[config.mk]
export PLATFORM = sky130hd
export DESIGN_NAME = clock_time_counter
export DESIGN_NICKNAME = d
export VERILOG_FILES = /design/src/rtl/clock_pkg.sv /design/src/rtl/bcd_mod60_counter.sv /design/src/rtl/clock_time_counter.sv
export SDC_FILE = /design/constraint.sdc
export NUM_CORES = 1
export LEC_CHECK = 0
export ABC_AREA = 1
export CORE_ASPECT_RATIO = 0.6
export CORE_MARGIN = 2
export CORE_UTILIZATION = 46
export DETAILED_ROUTE_END_ITERATION = 6
export PLACE_DENSITY = 0.64
export SLEW_MARGIN = 40
export SYNTH_ARGS = -nofsm -noshare
export SYNTH_HDL_FRONTEND = slang
export SYNTH_HIERARCHICAL = 1
export SYNTH_SLANG_ARGS = --single-unit
[constraint.sdc]
create_clock -name clk -period 3.4 [get_ports clk]
set_input_delay 0.68 -clock clk [delete_from_list [all_inputs] [get_ports clk]]
set_output_delay 0.68 -clock clk [all_outputs]
set_load 0.01 [all_outputs]
[src/rtl/clock_pkg.sv]
// Shared constants for the digital clock timekeeping path.
// Digit limits and digit widths are also used by the seven-segment decoders.
// The helper function hr_at_top tells whether the hours field is at 23 or
// beyond, which is where it wraps to 00.
package clock_pkg;

    localparam int UNITS_W   = 4;   // any units digit, 0-9
    localparam int TENS60_W  = 3;   // tens of seconds or minutes, 0-5
    localparam int HR_TENS_W = 2;   // tens of hours, 0-2

    localparam logic [UNITS_W-1:0]   UNITS_MAX          = 4'd9;
    localparam logic [TENS60_W-1:0]  SEC_TENS_MAX       = 3'd5;
    localparam logic [TENS60_W-1:0]  MIN_TENS_MAX       = 3'd5;
    localparam logic [HR_TENS_W-1:0] HR_MAX_TENS        = 2'd2;
    localparam logic [UNITS_W-1:0]   HR_MAX_ONES_AT_TOP = 4'd3;

    // Out-of-range hours (for example 27 or 3x) count as "at top" so that
    // the next increment returns the field to 00.
    function automatic logic hr_at_top(input logic [HR_TENS_W-1:0] tens,
                                       input logic [UNITS_W-1:0]   ones);
        return (tens > HR_MAX_TENS) ||
               ((tens == HR_MAX_TENS) && (ones >= HR_MAX_ONES_AT_TOP));
    endfunction

endpackage

[src/rtl/bcd_mod60_counter.sv]
// Two-digit BCD modulo-60 counter used for the seconds and minutes fields.
// Ports:
//   clk, rst_n   clock, asynchronous active-low reset
//   clr          synchronous clear, overrides any increment
//   inc          increment without producing a carry (set button)
//   carry_in_en  increment arriving through the carry chain; a wrap from
//                59 to 00 on this path raises carry_out
//   ones, tens   registered BCD digits
//   carry_out    combinational: the field wraps on this edge via the chain
module bcd_mod60_counter
    import clock_pkg::*;
#(
    parameter logic [2:0] TENS_MAX = SEC_TENS_MAX
) (
    input  logic       clk,
    input  logic       rst_n,
    input  logic       clr,
    input  logic       inc,
    input  logic       carry_in_en,
    output logic [3:0] ones,
    output logic [2:0] tens,
    output logic       carry_out
);

    logic [3:0] ones_reg;
    logic [2:0] tens_reg;
    logic       advance;
    logic       ones_wrap;
    logic       tens_wrap;

    assign advance   = inc | carry_in_en;
    // ">=" so that an out-of-range digit also rolls back to 0
    assign ones_wrap = (ones_reg >= UNITS_MAX);
    assign tens_wrap = (tens_reg >= TENS_MAX);
    assign carry_out = carry_in_en & ~clr & ones_wrap & tens_wrap;

    always_ff @(posedge clk or negedge rst_n) begin
        if (!rst_n) begin
            ones_reg <= '0;
            tens_reg <= '0;
        end else if (clr) begin
            ones_reg <= '0;
            tens_reg <= '0;
        end else if (advance) begin
            if (ones_wrap) begin
                ones_reg <= '0;
                tens_reg <= tens_wrap ? 3'd0 : tens_reg + 3'd1;
            end else begin
                ones_reg <= ones_reg + 4'd1;
            end
        end
    end

    assign ones = ones_reg;
    assign tens = tens_reg;

endmodule

[src/rtl/clock_time_counter.sv]
// Timekeeping core: divides clk down to a 1 Hz tick and keeps HH:MM:SS as
// six BCD digits, with run/pause, synchronous clear and single-step set
// inputs for minutes and hours.
// Ports:
//   clk, rst_n          clock, asynchronous active-low reset
//   run                 1 = prescaler and time advance, 0 = both hold
//   clr                 synchronous clear of digits, prescaler and pulses
//   inc_min, inc_hr     single-cycle set pulses (minutes mod 60, hours mod 24)
//   sec_*/min_*/hr_*    registered BCD digits
//   sec_tick            one cycle, coincident with a new seconds value
//   day_wrap            one cycle, when the tick rolls 23:59:59 -> 00:00:00
module clock_time_counter
    import clock_pkg::*;
#(
    parameter int CLK_HZ = 50_000_000,
    parameter int PRE_W  = 26
) (
    input  logic       clk,
    input  logic       rst_n,
    input  logic       run,
    input  logic       clr,
    input  logic       inc_min,
    input  logic       inc_hr,
    output logic [3:0] sec_ones,
    output logic [2:0] sec_tens,
    output logic [3:0] min_ones,
    output logic [2:0] min_tens,
    output logic [3:0] hr_ones,
    output logic [1:0] hr_tens,
    output logic       sec_tick,
    output logic       day_wrap
);

    localparam logic [PRE_W-1:0] PRE_TC = PRE_W'(CLK_HZ - 1);

    logic [PRE_W-1:0] pre_reg;
    logic             tick;
    logic             tick_adv;
    logic             sec_cout;
    logic             min_cout;
    logic [3:0]       hr_ones_reg;
    logic [1:0]       hr_tens_reg;
    logic             hr_adv;
    logic             hr_top;
    logic             sec_tick_reg;
    logic             day_wrap_reg;

    assign tick = run & (pre_reg >= PRE_TC);

    // A set pulse or a clear on the tick edge swallows that second's advance;
    // the prescaler still wraps, so the next second starts on time.
    assign tick_adv = tick & ~clr & ~inc_min & ~inc_hr;

    always_ff @(posedge clk or negedge rst_n) begin
        if (!rst_n) begin
            pre_reg <= '0;
        end else if (clr) begin
            pre_reg <= '0;
        end else if (run) begin
            pre_reg <= tick ? '0 : pre_reg + PRE_W'(1);
        end
    end

    bcd_mod60_counter #(.TENS_MAX(SEC_TENS_MAX)) u_sec (
        .clk         (clk),
        .rst_n       (rst_n),
        .clr         (clr),
        .inc         (1'b0),
        .carry_in_en (tick_adv),
        .ones        (sec_ones),
        .tens        (sec_tens),
        .carry_out   (sec_cout)
    );

    bcd_mod60_counter #(.TENS_MAX(MIN_TENS_MAX)) u_min (
        .clk         (clk),
        .rst_n       (rst_n),
        .clr         (clr),
        .inc         (inc_min),
        .carry_in_en (sec_cout),
        .ones        (min_ones),
        .tens        (min_tens),
        .carry_out   (min_cout)
    );

    // Hours: min_cout only occurs on the tick path, so it never coincides
    // with inc_hr; either one advances the field by one hour.
    assign hr_top = hr_at_top(hr_tens_reg, hr_ones_reg);
    assign hr_adv = inc_hr | min_cout;

    always_ff @(posedge clk or negedge rst_n) begin
        if (!rst_n) begin
            hr_ones_reg <= '0;
            hr_tens_reg <= '0;
        end else if (clr) begin
            hr_ones_reg <= '0;
            hr_tens_reg <= '0;
        end else if (hr_adv) begin
            if (hr_top) begin
                hr_ones_reg <= '0;
                hr_tens_reg <= '0;
            end else if (hr_ones_reg >= UNITS_MAX) begin
                hr_ones_reg <= '0;
                hr_tens_reg <= hr_tens_reg + 2'd1;
            end else begin
                hr_ones_reg <= hr_ones_reg + 4'd1;
            end
        end
    end

    always_ff @(posedge clk or negedge rst_n) begin
        if (!rst_n) begin
            sec_tick_reg <= 1'b0;
            day_wrap_reg <= 1'b0;
        end else if (clr) begin
            sec_tick_reg <= 1'b0;
            day_wrap_reg <= 1'b0;
        end else begin
            sec_tick_reg <= tick_adv;
            day_wrap_reg <= min_cout & hr_top;
        end
    end

    assign hr_ones  = hr_ones_reg;
    assign hr_tens  = hr_tens_reg;
    assign sec_tick = sec_tick_reg;
    assign day_wrap = day_wrap_reg;

endmodule

==> impl_metrics.toml <==
[status]
outcome = "finished, final reports clean"

[worst_setup_path]
endpoint_kind = "flip-flop"
path_cells = "ha_1, nand2_1, nor2_2, nand2_1, nand2_1, nand3_1, nand3_2, nand2_4, nor2_1, nand4_1, a21oi_1, nand4_1, a21oi_1, inv_1, a21oi_1, nand3_1, xor2_1, nor2_1"
worstPathRequired_ns = 3.59
crit_slowest_cell = "dfrtp_1"
crit_path_start = "pre_reg[0]"
cp_slowest_stage_delay_ns = 0.43
critPathLaunchType = "flip-flop"
critPathKind = "reg -> reg"
reg2reg_from = "pre_reg[0]"
r2r_end = "hr_ones[3]"
cp_max_fo = 6
arrival_ns = 3.08
reg2reg_slack_ns = 0.50
reg2reg_depth = 18

[pwr]
irDropWorstVdd_v = 0.000200
p_seq_frac = 0.422
p_clk_frac = 0.302
internal_power_mw = 1.17
comb_power_share = 0.277
switching_share = 0.320
p_switching_mw = 0.552
powerDensity_nw_per_um2 = 452
p_leak_nw = 1.81

[final_layout]
multi_input_area_um2 = 1900
regArea_um2 = 1200
n_antenna_cell = 0
fillerInstances = 638
area_growth_pct = 15.9
drive_above_1_share = 0.0888
finish.instance_area_um2 = 3820
final_common_cell = "nand2_1"
largest_register_ffs = 26
final_nets = 539
final_cell_mix = "188 x nand2_1, 84 x nor2_1, 48 x dfrtp_1"

[cts]
path_clk_slew_ns = 0.06
cts_tree = "built"
clkLatencyLatePin_ns = 0.30
post_cts.repair.setup_buffers = 0
clock_path_buffers = 2
cts_resized = 0
hold_buffers = 0
cts.sinks = 48
cts_max_level = 2
clock-root-buffer = "clkbuf_16"
cts_buffers = 5

[logic_synthesis]
muxShareOfSynthArea = 0
synthAdderAreaFrac = 0.0569
synth_top_family_by_area = "simple AND/OR/NAND/NOR gates"
synth-seq-area-share = 0.364
synth-xor-area-share = 0.0292
yosysWarnings = 6
syn_nets = 506
syn_area_um2 = 3300
syn_avg_cell_area_um2 = 6.80
synthSimpleGateAreaFrac = 0.433
synth-seq-cells = 48
syn_inst = 485
synth_cell_type_count = 31
synth-compound-area-share = 0.0554

[placed_design]
gp_congestion = 0.898
hpwl_mm = 6.05
dpl_cell_area_um2 = 3670
post-place-ws_ns = 0.360
portBuffers = 27

[global_routing]
grt_use_met2 = 0.232
grt_pass1_wl_mm = 13.7
use_met3 = 0.0551
grt_busiest_layer = "met1"
grt_max_degree = 35
grtUsageTotal = 0.221
use_met1 = 0.399
grt_pass1_vias = 2606
antenna_found_initial = 0
overflow = 0

[job]
drv_cap = 0

[timing]
timing.setup.tns_ns = 0
grt_setup_unrepaired = "no"
fmax_ghz = 0.345
slew_violations = 0
setup_viol = 0
setup_ws_ns = 0.503
period_needed_ns = 2.90
fin_crit_sh = 0.852
hold_viol = 0
worst_clock_skew_ns = 0.00490

[floorplanning]
fp.dieH_um = 69.6
io_pins = 28
core_um2 = 6820
rows = 23
start_util = 0.484
die_w_um = 113
die_area_um2 = 7890

[routing]
vias = 3025
wire_per_inst_um = 13.2
vias_per_cell = 5.00
drc = 0
first_iter_violations = 215
dr.pass1.iters = 5
totalWireLength_mm = 8.00
drtAntennaViolNets = 0

[hold_path]
min_path_type = "in -> async"
[worst max-delay path by stage]
stage / slack [ns] / endpoint
detailed placement: 0.36 / hr_ones[3]
CTS: 0.50 / hr_ones[3]
floorplan: 0.71 / hr_ones[3]
global route: 0.20 / hr_tens[1]
global placement: 0.44 / hr_ones[3]
finish: 0.50 / hr_ones[3]
[per-stage QoR]
step | hold WS [ns] | cells | total power, mW | util
final | 0.328 | 605 | 1.73 | 0.561
after global routing | 0.372 | 605 | 1.86 | 0.561
after CTS | 0.490 | 605 | 1.74 | 0.560
after detailed placement | 0.501 | 598 | 1.22 | 0.538
after global placement | 0.495 | 598 | 1.21 | 0.538
after floorplan | 0.384 | 485 | 0.997 | -
[final cells by class]
| cell class | instances | share of cell area |
|---|---|---|
| multi-input cells | 388 | 0.496 |
| flip-flops and latches | 48 | 0.314 |
| repair buffers | 31 | 0.0779 |
| inverters | 44 | 0.0432 |
| clock buffers | 7 | 0.0399 |
| well taps | 87 | 0.0285 |
[metal layers]
layer / up-vias / share of wire
met5: - / 0
met4: 0 / 0.011
met3: 7 / 0.073
met2: 95 / 0.32
met1: 1359 / 0.60
li1: 1564 / -
[power by group through the flow]
stage | Sequential [mW] | Combinational (mW) | Clock, mW
2_1_floorplan | 0.748 | 0.248 | 0
3_3_place_gp | 0.737 | 0.475 | 0
3_5_place_dp | 0.738 | 0.477 | 0
4_1_cts | 0.729 | 0.479 | 0.534
5_1_grt | 0.747 | 0.551 | 0.560
6_report | 0.728 | 0.478 | 0.521
[synthesized netlist by cell type (all sizes together)]
library cell	number	area, um2
nand2	202	808
nor2	96	415
dfrtp	48	1200
inv	44	165
nand3	24	135
ha	15	188
o21ai	12	60.1
a21oi	7	35.0
xor2	7	61.3
nand4	6	37.5
o21bai	4	52.6
xnor2	4	35.0
buf	3	27.5
clkbuf	2	7.51
nor3	2	10.0
o21a	2	15.0
o22ai	2	12.5
a22oi	1	7.51
and2	1	6.26
conb	1	3.75
nand3b	1	7.51
nor3b	1	7.51
[cell families after synthesis]
kind of cell	Yosys count
other	1
and+or+nand+nor	333
adders and majority gates	15
DFF	48
AOI/OAI and AO/OA	28
xor gates and xnor gates	11
buffers and inverters	49
[critical path: cells and delay by family, from the launching register on]
kind | cells | cell delay (ns)
xor+xnor | 1 | 0.14
simple gates | 12 | 1.24
fa+ha+maj | 1 | 0.27
flops | 1 | 0.43
buf+inv | 1 | 0.08
compound gates | 3 | 0.62
No activity file was read; power rests on OpenSTA's default activity.
